`src/rtl/mul_ser_rr_arb.sv`:
```
// Round-robin scheduler sharing one serial shift-add signed multiplier
// between N requesters; returns the 2W-bit product with a one-hot done strobe.
module mul_ser_rr_arb #(
  parameter int unsigned N = 4,
  parameter int unsigned W = 8
) (
  input  logic             clk,
  input  logic             reset,
  input  logic [N-1:0]     req,
  input  logic [N*W-1:0]   x_bus,
  input  logic [N*W-1:0]   a_bus,
  output logic [N-1:0]     gnt,
  output logic [N-1:0]     done,
  output logic [2*W-1:0]   y,
  output logic             busy
);

  localparam int unsigned PW = (N > 1) ? $clog2(N) : 1;
  localparam int unsigned CW = (W > 1) ? $clog2(W) : 1;
  localparam int unsigned PRW = 2 * W;

  typedef enum logic [1:0] {
    IDLE = 2'd0,
    MUL  = 2'd1,
    DONE = 2'd2
  } state_t;

  state_t         state, state_n;
  logic [PW-1:0]  ptr, ptr_n;
  logic [PW-1:0]  owner, owner_n;
  logic [PRW-1:0] t, t_n;
  logic [PRW-1:0] p, p_n;
  logic [W-1:0]   a_reg, a_n;
  logic [CW-1:0]  cnt, cnt_n;
  logic [PRW-1:0] y_n;
  logic [N-1:0]   gnt_n, done_n;
  logic           busy_n;

  logic           found;
  logic [PW-1:0]  win;
  logic [PW-1:0]  idx;
  int unsigned    sum;
  logic [W-1:0]   x_sel, a_sel;

  // State and datapath registers
  always_ff @(posedge clk or posedge reset) begin
    if (reset) begin
      state <= IDLE;
      ptr   <= '0;
      owner <= '0;
      t     <= '0;
      p     <= '0;
      a_reg <= '0;
      cnt   <= '0;
      y     <= '0;
      gnt   <= '0;
      done  <= '0;
      busy  <= 1'b0;
    end else begin
      state <= state_n;
      ptr   <= ptr_n;
      owner <= owner_n;
      t     <= t_n;
      p     <= p_n;
      a_reg <= a_n;
      cnt   <= cnt_n;
      y     <= y_n;
      gnt   <= gnt_n;
      done  <= done_n;
      busy  <= busy_n;
    end
  end

  // Next-state, arbitration and shift-add iteration
  always_comb begin
    state_n = state;
    ptr_n   = ptr;
    owner_n = owner;
    t_n     = t;
    p_n     = p;
    a_n     = a_reg;
    cnt_n   = cnt;
    y_n     = y;
    gnt_n   = '0;
    done_n  = '0;
    found   = 1'b0;
    win     = '0;
    idx     = '0;
    sum     = 0;

    // Scan ptr, ptr+1, ... (mod N) for the first active request
    for (int unsigned i = 0; i < N; i++) begin
      sum = int'(ptr) + i;
      if (sum >= N) sum = sum - N;
      idx = PW'(sum);
      if (!found && req[idx]) begin
        found = 1'b1;
        win   = idx;
      end
    end

    x_sel = x_bus[int'(win)*W +: W];
    a_sel = a_bus[int'(win)*W +: W];

    case (state)
      IDLE: begin
        if (found) begin
          gnt_n[win] = 1'b1;
          t_n        = {{W{x_sel[W-1]}}, x_sel};
          a_n        = a_sel;
          p_n        = '0;
          cnt_n      = '0;
          owner_n    = win;
          ptr_n      = (win == PW'(N - 1)) ? '0 : win + PW'(1);
          state_n    = MUL;
        end
      end
      MUL: begin
        // The last multiplier bit is the sign bit and carries weight -2^(W-1)
        if (a_reg[0]) begin
          p_n = (cnt == CW'(W - 1)) ? p - t : p + t;
        end
        a_n   = a_reg >> 1;
        t_n   = t << 1;
        cnt_n = cnt + CW'(1);
        if (cnt == CW'(W - 1)) state_n = DONE;
      end
      DONE: begin
        y_n           = p;
        done_n[owner] = 1'b1;
        state_n       = IDLE;
      end
      default: state_n = IDLE;
    endcase

    busy_n = (state_n != IDLE);
  end

endmodule

```
`config.mk`:
```
export PLATFORM = sky130hd
export DESIGN_NAME = mul_ser_rr_arb
export DESIGN_NICKNAME = d
export VERILOG_FILES = /design/src/rtl/mul_ser_rr_arb.sv
export SDC_FILE = /design/constraint.sdc
export NUM_CORES = 1
export LEC_CHECK = 0
export BUFFER_PORTS_ARGS = -buffer_cell sky130_fd_sc_hd__clkbuf_2
export CAP_MARGIN = 20
export CORE_MARGIN = 5
export CORE_UTILIZATION = 30
export CTS_CLUSTER_SIZE = 24
export DETAILED_ROUTE_END_ITERATION = 6
export GPL_ROUTABILITY_DRIVEN = 0
export PLACE_DENSITY_LB_ADDON = 0.15
export SYNTH_ARGS = -nofsm -noshare
export SYNTH_HDL_FRONTEND = slang
export SYNTH_SLANG_ARGS = --single-unit
export TNS_END_PERCENT = 100
```
`constraint.sdc`:
```
create_clock -name clk -period 6.07 [get_ports clk]
set_clock_uncertainty 0.05 [all_clocks]
set_input_delay 1.214 -clock clk [delete_from_list [all_inputs] [get_ports clk]]
set_output_delay 1.214 -clock clk [all_outputs]
set_load 0.01 [all_outputs]
```
# Yosys cells after proc, flatten, opt, wreduce, memory -nomap -nowiden
# Index checks and enable logic that the tools add are counted.
# word_totals
register_bits,74
in_bits,70
output_inout_bits,25
elab_cells,97
# op_classes
n_addsub,11
n_lt_le_gt_ge,12
n_eq_ne,6
n_shift,2
muxes,41
n_reduce_logical,14
# op_table
cell,count
16-bit two-way mux,4
16-bit case mux with 2 select lines,2
32-bit by 6-bit indexed part select with 8-bit output,2
2-bit two-way mux,11
2-bit by 3-bit less-than comparator with 1-bit output (second input constant),6
16-bit adder,1
8-bit case mux with 2 select lines,1
16-bit subtractor,1
4-bit two-way mux,3
1-bit two-way mux,10
3-bit greater-or-equal comparator (second input constant),3
1-bit binary-select mux with 2-bit select,4
8-bit two-way mux,1
2-bit by 1-bit subtractor with 2-bit output (second input constant),4
2-bit by 2-bit adder with 3-bit output (second input constant),2
3-bit case mux with 2 select lines,1
1-bit logical AND,5
1-bit demux with 2-bit select,2
2-bit equality test (second input constant),2
2-bit by 1-bit greater-or-equal comparator with 1-bit output (second input constant),2
2-bit != test (second input constant),2
2-bit case mux with 2 select lines,1
2-bit AND reduction,2
2-bit nonzero test,2
other kinds (10),12

# Depth between registers and ports, before layout
# Gate-level depths: netlist of the first run.
# depth
ltp_word,20
ltp_mapped,15
depth_no_buf,15

# Worst setup path after synthesis of the first run
# Ideal clock, no wire load.
# synth_timing
kind,reg2reg
from,register cnt[0]
to,register p[14]
setup_ns,0.122
arrival_time_ns,2.985
required_time_ns,5.898
slack_ns,2.913
path_stages_with_launch,14
path_buffers,1
synth_period_minus_slack_ns,3.157
cell_sequence,dfrtp_1 -> ha_1 -> ha_1 -> clkbuf_1 -> mux2_2 -> fa_1 -> and2b_1 -> o31a_1 -> nor4_1 -> o311a_1 -> and2_1 -> o31ai_2 -> xnor2_1 -> o21ai_1
# synth_between
elab_chain_len,4
# synth_rtl
item,line,text
start: declaration,34,"logic [CW-1:0] cnt, cnt_n;"
start signal: assignment,66,cnt <= cnt_n;
3-bit equality test,121,p_n = (cnt == CW'(W - 1)) ? p - t : p + t;
16-bit two-way mux,121,
16-bit two-way mux,120,if (a_reg[0]) begin
16-bit case mux with 2 select lines,105,case (state)
end signal: assignment,64,p <= p_n;
end: declaration,32,"logic [PRW-1:0] p, p_n;"
# No other way between the ends. The select of a mux whose other input is x is not followed.
# A chain may end at the register's enable or synchronous reset.

# Final worst setup path of the first run
# Ends and elaborated chain as after synthesis.

==> key figures, run 1 <==
Status
  • Status: finished, final reports clean

Run
  • Max_cap viols: 0

Drt
  • Via count: 3387
  • DRT iter0 DRCs: 105
  • DRC errors left: 0
  • DRT Wirelength: 9910 microns
  • Vias/cell: 4.89
  • Mean routed wirelength per cell: 14.3 microns
  • First-pass detailed-route iteration total: 4
  • ANT nets after route: 0

Global route
  • Vias in the first global route: 3459
  • First-pass GRT wire length: 16700 microns
  • Antenna violations before repair: 0
  • GRT Resource Usage Total: 12.4%
  • GR Overflow Total: 0
  • Largest net degree at the start of global routing: 64

Placed design
  • Post-DP HPWL: 7560 microns
  • Place WS: 2490 ps
  • Placed Area: 4940 sq um
  • Port Buf Inserts: 94

Worst setup path
  • Critical path type: reg2reg
  • Crit path cell chain: ha_1, ha_1, mux2_2, fa_1, and2b_1, o31a_1, nor4_1, o311a_1, and2_1, o31ai_2, xnor2_1, o21ai_1
  • Critical path's slowest cell: ha_1
  • Req. time, crit path: 6220 ps
  • Crit Path Max Fanout: 17
  • Worst setup SP type: register
  • CP Data Arrival Time: 3760 ps
  • Critical Path End Type: register
  • Worst path max stage delay: 510 ps
  • Top cell by count, worst path: ha_1

Die
  • Core area: 14000 sq um
  • DIE AREA: 16800 sq um
  • Starting Density: 30.7%
  • Die Width: 130 microns
  • Die height: 130 microns
  • IO Count: 95
  • Placement Rows: 43

Yosys
  • Distinct cells, synth: 50
  • Yosys warnings: 0
  • Seq/Total Area, Yosys: 43.1%
  • Mean Syn Cell Area: 10.3 sq um
  • Cells after Synth: 417
  • Mapped Area: 4300 sq um
  • Synth Net Count: 510
  • Asr flop ratio synth: 100%
  • EDFF count, synth: 0
  • Post-synth top flop: dfrtp_1
  • Post-synthesis register bit count: 74

Timing
  • Max Clk Rate: 277 MHz
  • Setup TNS Final: 0 ps
  • Final Setup Violations: 0
  • Tcrit/Tclk final: 59.4%
  • Fin. max-slew vios: 0
  • Min Tclk post-route: 3610 ps
  • Slew headroom: 42.6%
  • Fin. Hold Viols: 0
  • Setup ws final: 2460 ps
  • RSZ-0062 raised after global routing: no
  • Slew at the pin with the worst max-slew slack: 860 ps

Cells and area
  • Nets: 601
  • # fillers: 1428
  • Area Growth Syn to Fin: 22.6%
  • Final Cell Area: 5270 sq um
  • ANT cells: 0
  • Biggest regs: p: 16 flops, t: 16 flops, y: 16 flops
  • Layout cell share with drive strength beyond 1: 27.5%

Clock network
  • Setup Fix Bufs, Post-CTS: 0
  • Max Root-Sink Buffers: 2
  • Worst-skew pair later-pin latency: 340 ps
  • Post-CTS sizing: 0
  • Clock transition at path regs: 60 ps
  • CTS Hold Buffers Added: 0
  • Root Driver: clkbuf_16
  • H-tree depth: 3
  • Clk sink count: 74
  • Inserted Clock Buffers: 9
  • TritonCTS clock tree: yes

Power
  • LEAKAGE: 2.50 nW
  • Peak VDD IR: 189 uV
  • Final Power: 0.00307 W
  • Power per Cell Area: 583 nW/um^2

Hold path
  • Hold WC Path Type: reg2reg
## Yosys cell counts, types with 3 or more instances
library cell / count / area, sq um
o221ai_1: 10 / 87.6
xnor2_1: 19 / 166
a22oi_1: 8 / 60.1
xor2_1: 5 / 43.8
ha_1: 22 / 275
and2_1: 12 / 75.1
buf_2: 3 / 15.0
nor2_1: 26 / 97.6
o21a_1: 4 / 30.0
o21ai_0: 21 / 105
o41ai_1: 3 / 26.3
a211oi_1: 11 / 82.6
dfrtp_1: 74 / 1850
a221o_1: 14 / 140
clkbuf_1: 11 / 41.3
nand2_1: 38 / 143
mux2i_1: 26 / 260
nor3_1: 6 / 30.0
a31oi_1: 7 / 43.8
nor2b_1: 4 / 25.0
inv_1: 17 / 63.8
nor4_1: 3 / 18.8
nand2b_1: 3 / 18.8
o21ai_1: 4 / 20.0
a21oi_1: 12 / 60.1
mux2_2: 17 / 191
a21o_1: 3 / 22.5
## cell usage in the layout (no fill, tap or decap), types with 8 or more instances in the layout
cell	count
and2_1	12
dfrtp_1	74
clkbuf_2	94
a211oi_1	11
mux2_2	17
xnor2_1	19
a22oi_1	8
o21ai_0	20
clkbuf_16	9
a221o_1	14
a21oi_1	12
ha_1	22
nand2_1	38
mux2i_1	26
inv_1	16
o221ai_1	10
nor2_1	26
## worst max-delay path: cells and delay by family (launching register included)
kind	cells	cell delay (ps)
flops	1	370
mux	1	430
fa+ha+maj	3	1060
simple gates	3	520
compound gates	4	870
xor+xnor	1	140
## layer usage
layer  vias to the layer above  part of all wire (%)  track usage (%)
met4                         0                   2.0             5.50
li1                       1714                     -                -
met5                         -                     0                0
met1                      1579                    51             17.9
met3                        13                   4.5             2.64
met2                        81                    43             18.0
## path summary, 6_finish.rpt
check / startpoint / end / slack [ps] / cells after the start
worst max-delay path: cnt[0] / p[14] / 2460 / 12
worst min-delay path: owner[0] / done[2] / 440 / 1
worst max register to register: cnt[0] / p[14] / 2460 / 12
worst min register to register: owner[0] / done[2] / 440 / 1
max in group asynchronous: reset / y[2] / 4160 / 3
min in group asynchronous: reset / done[0] / 740 / 2
## logic make-up (layout without fill, tap and decap cells)
family                     count (synthesis)  after routing  share of synthesized area, %
xor gates and xnor gates                  24             24                          4.89
AOI/OAI and AO/OA                        113            113                          19.8
buffers and inverters                     38            134                          3.76
and+or+nand+nor                          102            102                          11.0
adders and majority gates                 23             23                          6.87
DFF                                       74             74                          43.1
muxes                                     43             43                          10.5
## through the flow
stage,util (%),hold WS (ps),std cells
after CTS,37.6,441,693
after floorplan,-,399,417
final,37.6,441,693
after detailed placement,35.3,429,677
after global routing,37.6,464,693
after global placement,35.3,419,677
## layout make-up
class                   count  area, sq um  share of cell area (%)
clock buffers               9          225                    4.28
flip-flops and latches     74         1850                    35.2
inverters                  19         71.3                    1.35
clock inverters             7          101                    1.92
repair buffers             99          508                    9.65
multi-input cells         305         2280                    43.4
well taps                 180          225                    4.28
## where the power goes
part           internal (W)  switching (W)
combinational      0.000744       0.000873
clock              0.000363       0.000215
sequential         0.000698       0.000175
(Power assumes the default switching activity.)
==> run 2: changes to the inputs <==
ABC_AREA = 1   (was not set)
clock period = 3.19 ns   (was 6.07 ns; I/O delays follow)
==> run 2 against run 1 <==
  * Die area rose by 17%
  * Non-clock buffer count rose by 3
  * Via count up 35%
  * Highest routed layer unchanged
==> key figures, run 2 <==
Yosys
  • Seq/Total Area, Yosys: 36.5%
  • Mapped Area: 5070 sq um
  • Most common cell in the synthesized netlist: nand2_1
  • Cells after Synth: 710
  • Mean Syn Cell Area: 7.14 sq um
  • Synth area leaders: dfrtp_1, nand2_1, inv_1
  • Area leader, netlist: dfrtp_1
  • Yosys warnings: 0
  • Post-synthesis register bit count: 74
  • Distinct cells, synth: 41
  • Synth Net Count: 803
  • EDFF count, synth: 0
  • Asr flop ratio synth: 100%
  • Post-synth top flop: dfrtp_1
  • Post-synth top cells: nand2_1, inv_1, nand3_1, dfrtp_1, o21ai_0
  • Post-synth top area share: 36.5%

Global route
  • Largest net degree at the start of global routing: 44
  • GRT Resource Usage Total: 14.0%
  • Vias in the first global route: 4467
  • GR Overflow Total: 0
  • First-pass GRT wire length: 22400 microns
  • Antenna violations before repair: 0

Timing
  • Min Tclk post-route: 2860 ps
  • Slew headroom: 43.5%
  • RSZ-0062 raised after global routing: no
  • Setup TNS Final: 0 ps
  • Fin. max-slew vios: 0
  • Slew at the pin with the worst max-slew slack: 846 ps
  • Fin. Hold Viols: 0
  • Tcrit/Tclk final: 89.6%
  • Max Clk Rate: 350 MHz
  • Final Setup Violations: 0

Cells and area
  • Layout cell share with drive strength beyond 1: 20.2%
  • Most frequent cells in the layout: nand2_1, inv_1, clkbuf_2
  • ANT cells: 0
  • Nets: 894
  • Area Growth Syn to Fin: 19.1%
  • Biggest regs: p: 16 flops, t: 16 flops, y: 16 flops
  • Final Core Density: 36.4%
  • Most common cell after layout, fill and taps aside: nand2_1

Clock network
  • Inserted Clock Buffers: 9
  • Setup Fix Bufs, Post-CTS: 0
  • Clock transition at path regs: 60 ps
  • Max Root-Sink Buffers: 2
  • Clk sink count: 74
  • H-tree depth: 3
  • TritonCTS clock tree: yes
  • Root Driver: clkbuf_16
  • Worst-skew pair later-pin latency: 340 ps

Worst setup path
  • Worst path max stage delay: 390 ps
  • Crit path cell chain: ha_1, ha_1, clkinv_1, o21ai_1, nand2_1, nor3_4, nand2_1, xnor2_1, ha_2, inv_1, nor3_1, and3_1, a21oi_2, inv_1, nand2_1, nand3_1, nand2_1
  • Crit-path leading delay family: simple AND/OR/NAND/NOR gates
  • Critical path's slowest cell: ha_2
  • Req. time, crit path: 3370 ps
  • Crit Path Max Fanout: 7
  • Critical Path End Type: register
  • Slack of the worst reg-to-reg path: 330 ps
  • Top cell by count, worst path: nand2_1
  • Register-to-Register Path Depth: 17
  • Critical path type: reg2reg
  • Worst path bufs/invs: 3
  • R2r startpoint: cnt[0]
  • CP Data Arrival Time: 3040 ps
  • Reg-to-reg critical path endpoint: p[15]
  • Worst setup SP type: register

Die
  • Die Width: 140 microns
  • IO Count: 95
  • Die height: 140 microns
  • Starting Density: 30.6%
  • Placement Rows: 47
  • Core area: 16600 sq um
  • DIE AREA: 19600 sq um

Placed design
  • Port Buf Inserts: 94
  • Post-DP HPWL: 10200 microns

Power
  • Power per Cell Area: 1240 nW/um^2
  • Peak VDD IR: 407 uV
  • LEAKAGE: 3.39 nW

Drt
  • Mean routed wirelength per cell: 12.8 microns
  • Via count: 4574
  • DRT Wirelength: 13100 microns
  • ANT nets after route: 0
  • DRT iter0 DRCs: 258
  • DRC errors left: 0
  • First-pass detailed-route iteration total: 5
  • Vias/cell: 4.46

Run
  • Max_cap viols: 0

Hold path
  • Hold WC Path Type: in2async

Status
  • Status: finished, final reports clean
-- run 2: cell count changes after synthesis, sizes merged, moves of 26 or more --
cell / delta
nand2: +181
inv: +102
nand3: +84
mux2i: -26
-- run 2: cell families after synthesis --
kind of cell,after synthesis,share of synthesized area [%]
and+or+nand+nor,367,32.1
buffers and inverters,144,11.8
DFF,74,36.5
AOI/OAI and AO/OA,72,7.94
adders and majority gates,23,5.82
xor gates and xnor gates,16,2.76
muxes,14,3.11
-- run 2: power breakdown --
| group | internal (W) | leakage [nW] | switching, W |
|---|---|---|---|
| logic | 0.00174 | 2.35 | 0.00308 |
| registers | 0.00138 | 0.905 | 0.000351 |
| clock network | 0.000544 | 0.133 | 0.000379 |
| total | 0.00367 | 3.39 | 0.00381 |
-- run 2: cell type report --
cell class / count / area [sq um]
clock buffer: 13 / 250
clock inverter: 3 / 15.0
fill: 1832 / 10500
inverter: 122 / 458
multi-input combinational: 492 / 2650
sequential: 74 / 1850
tap: 220 / 275
timing repair buffer: 102 / 543
-- run 2: through the flow --
stage	hold WS, ps	setup slack, ps	total power [W]	instance area, sq um	instances
global placement	400	244	0.00660	5750	1010
floorplan	383	332	0.00547	5070	710
detailed placement	398	233	0.00657	5750	1010
finish	340	333	0.00748	6040	1026
global route	424	5.70	0.00843	6040	1026
CTS	364	220	0.00753	6020	1026
-- run 2: layer usage --
layer	vias up	wire length (microns)	global-route usage [%]	share of wire [%]
li1	2444	-	-	-
met1	2003	6610	20.3	50
met2	116	5610	20.6	43
met3	11	682	3.31	5.2
met4	0	190	4.44	1.5
met5	-	0	0	0
-- run 2: how the worst max path moves through the flow --
stage,from,to,slack [ps],cells past startpoint
global route,cnt[0],p[15],6,17
global placement,t[0],p[15],240,18
finish,cnt[0],p[15],330,17
floorplan,cnt[0],p[15],330,18
detailed placement,t[0],p[15],230,18
CTS,t[0],p[15],220,18
-- run 2: repair_timing --
action | in CTS | in global routing
resized for setup | 0 | 7
hold buffers | 0 | 0
endpoints found under the hold margin | 0 | 0
setup endpoints to repair | 0 | 6
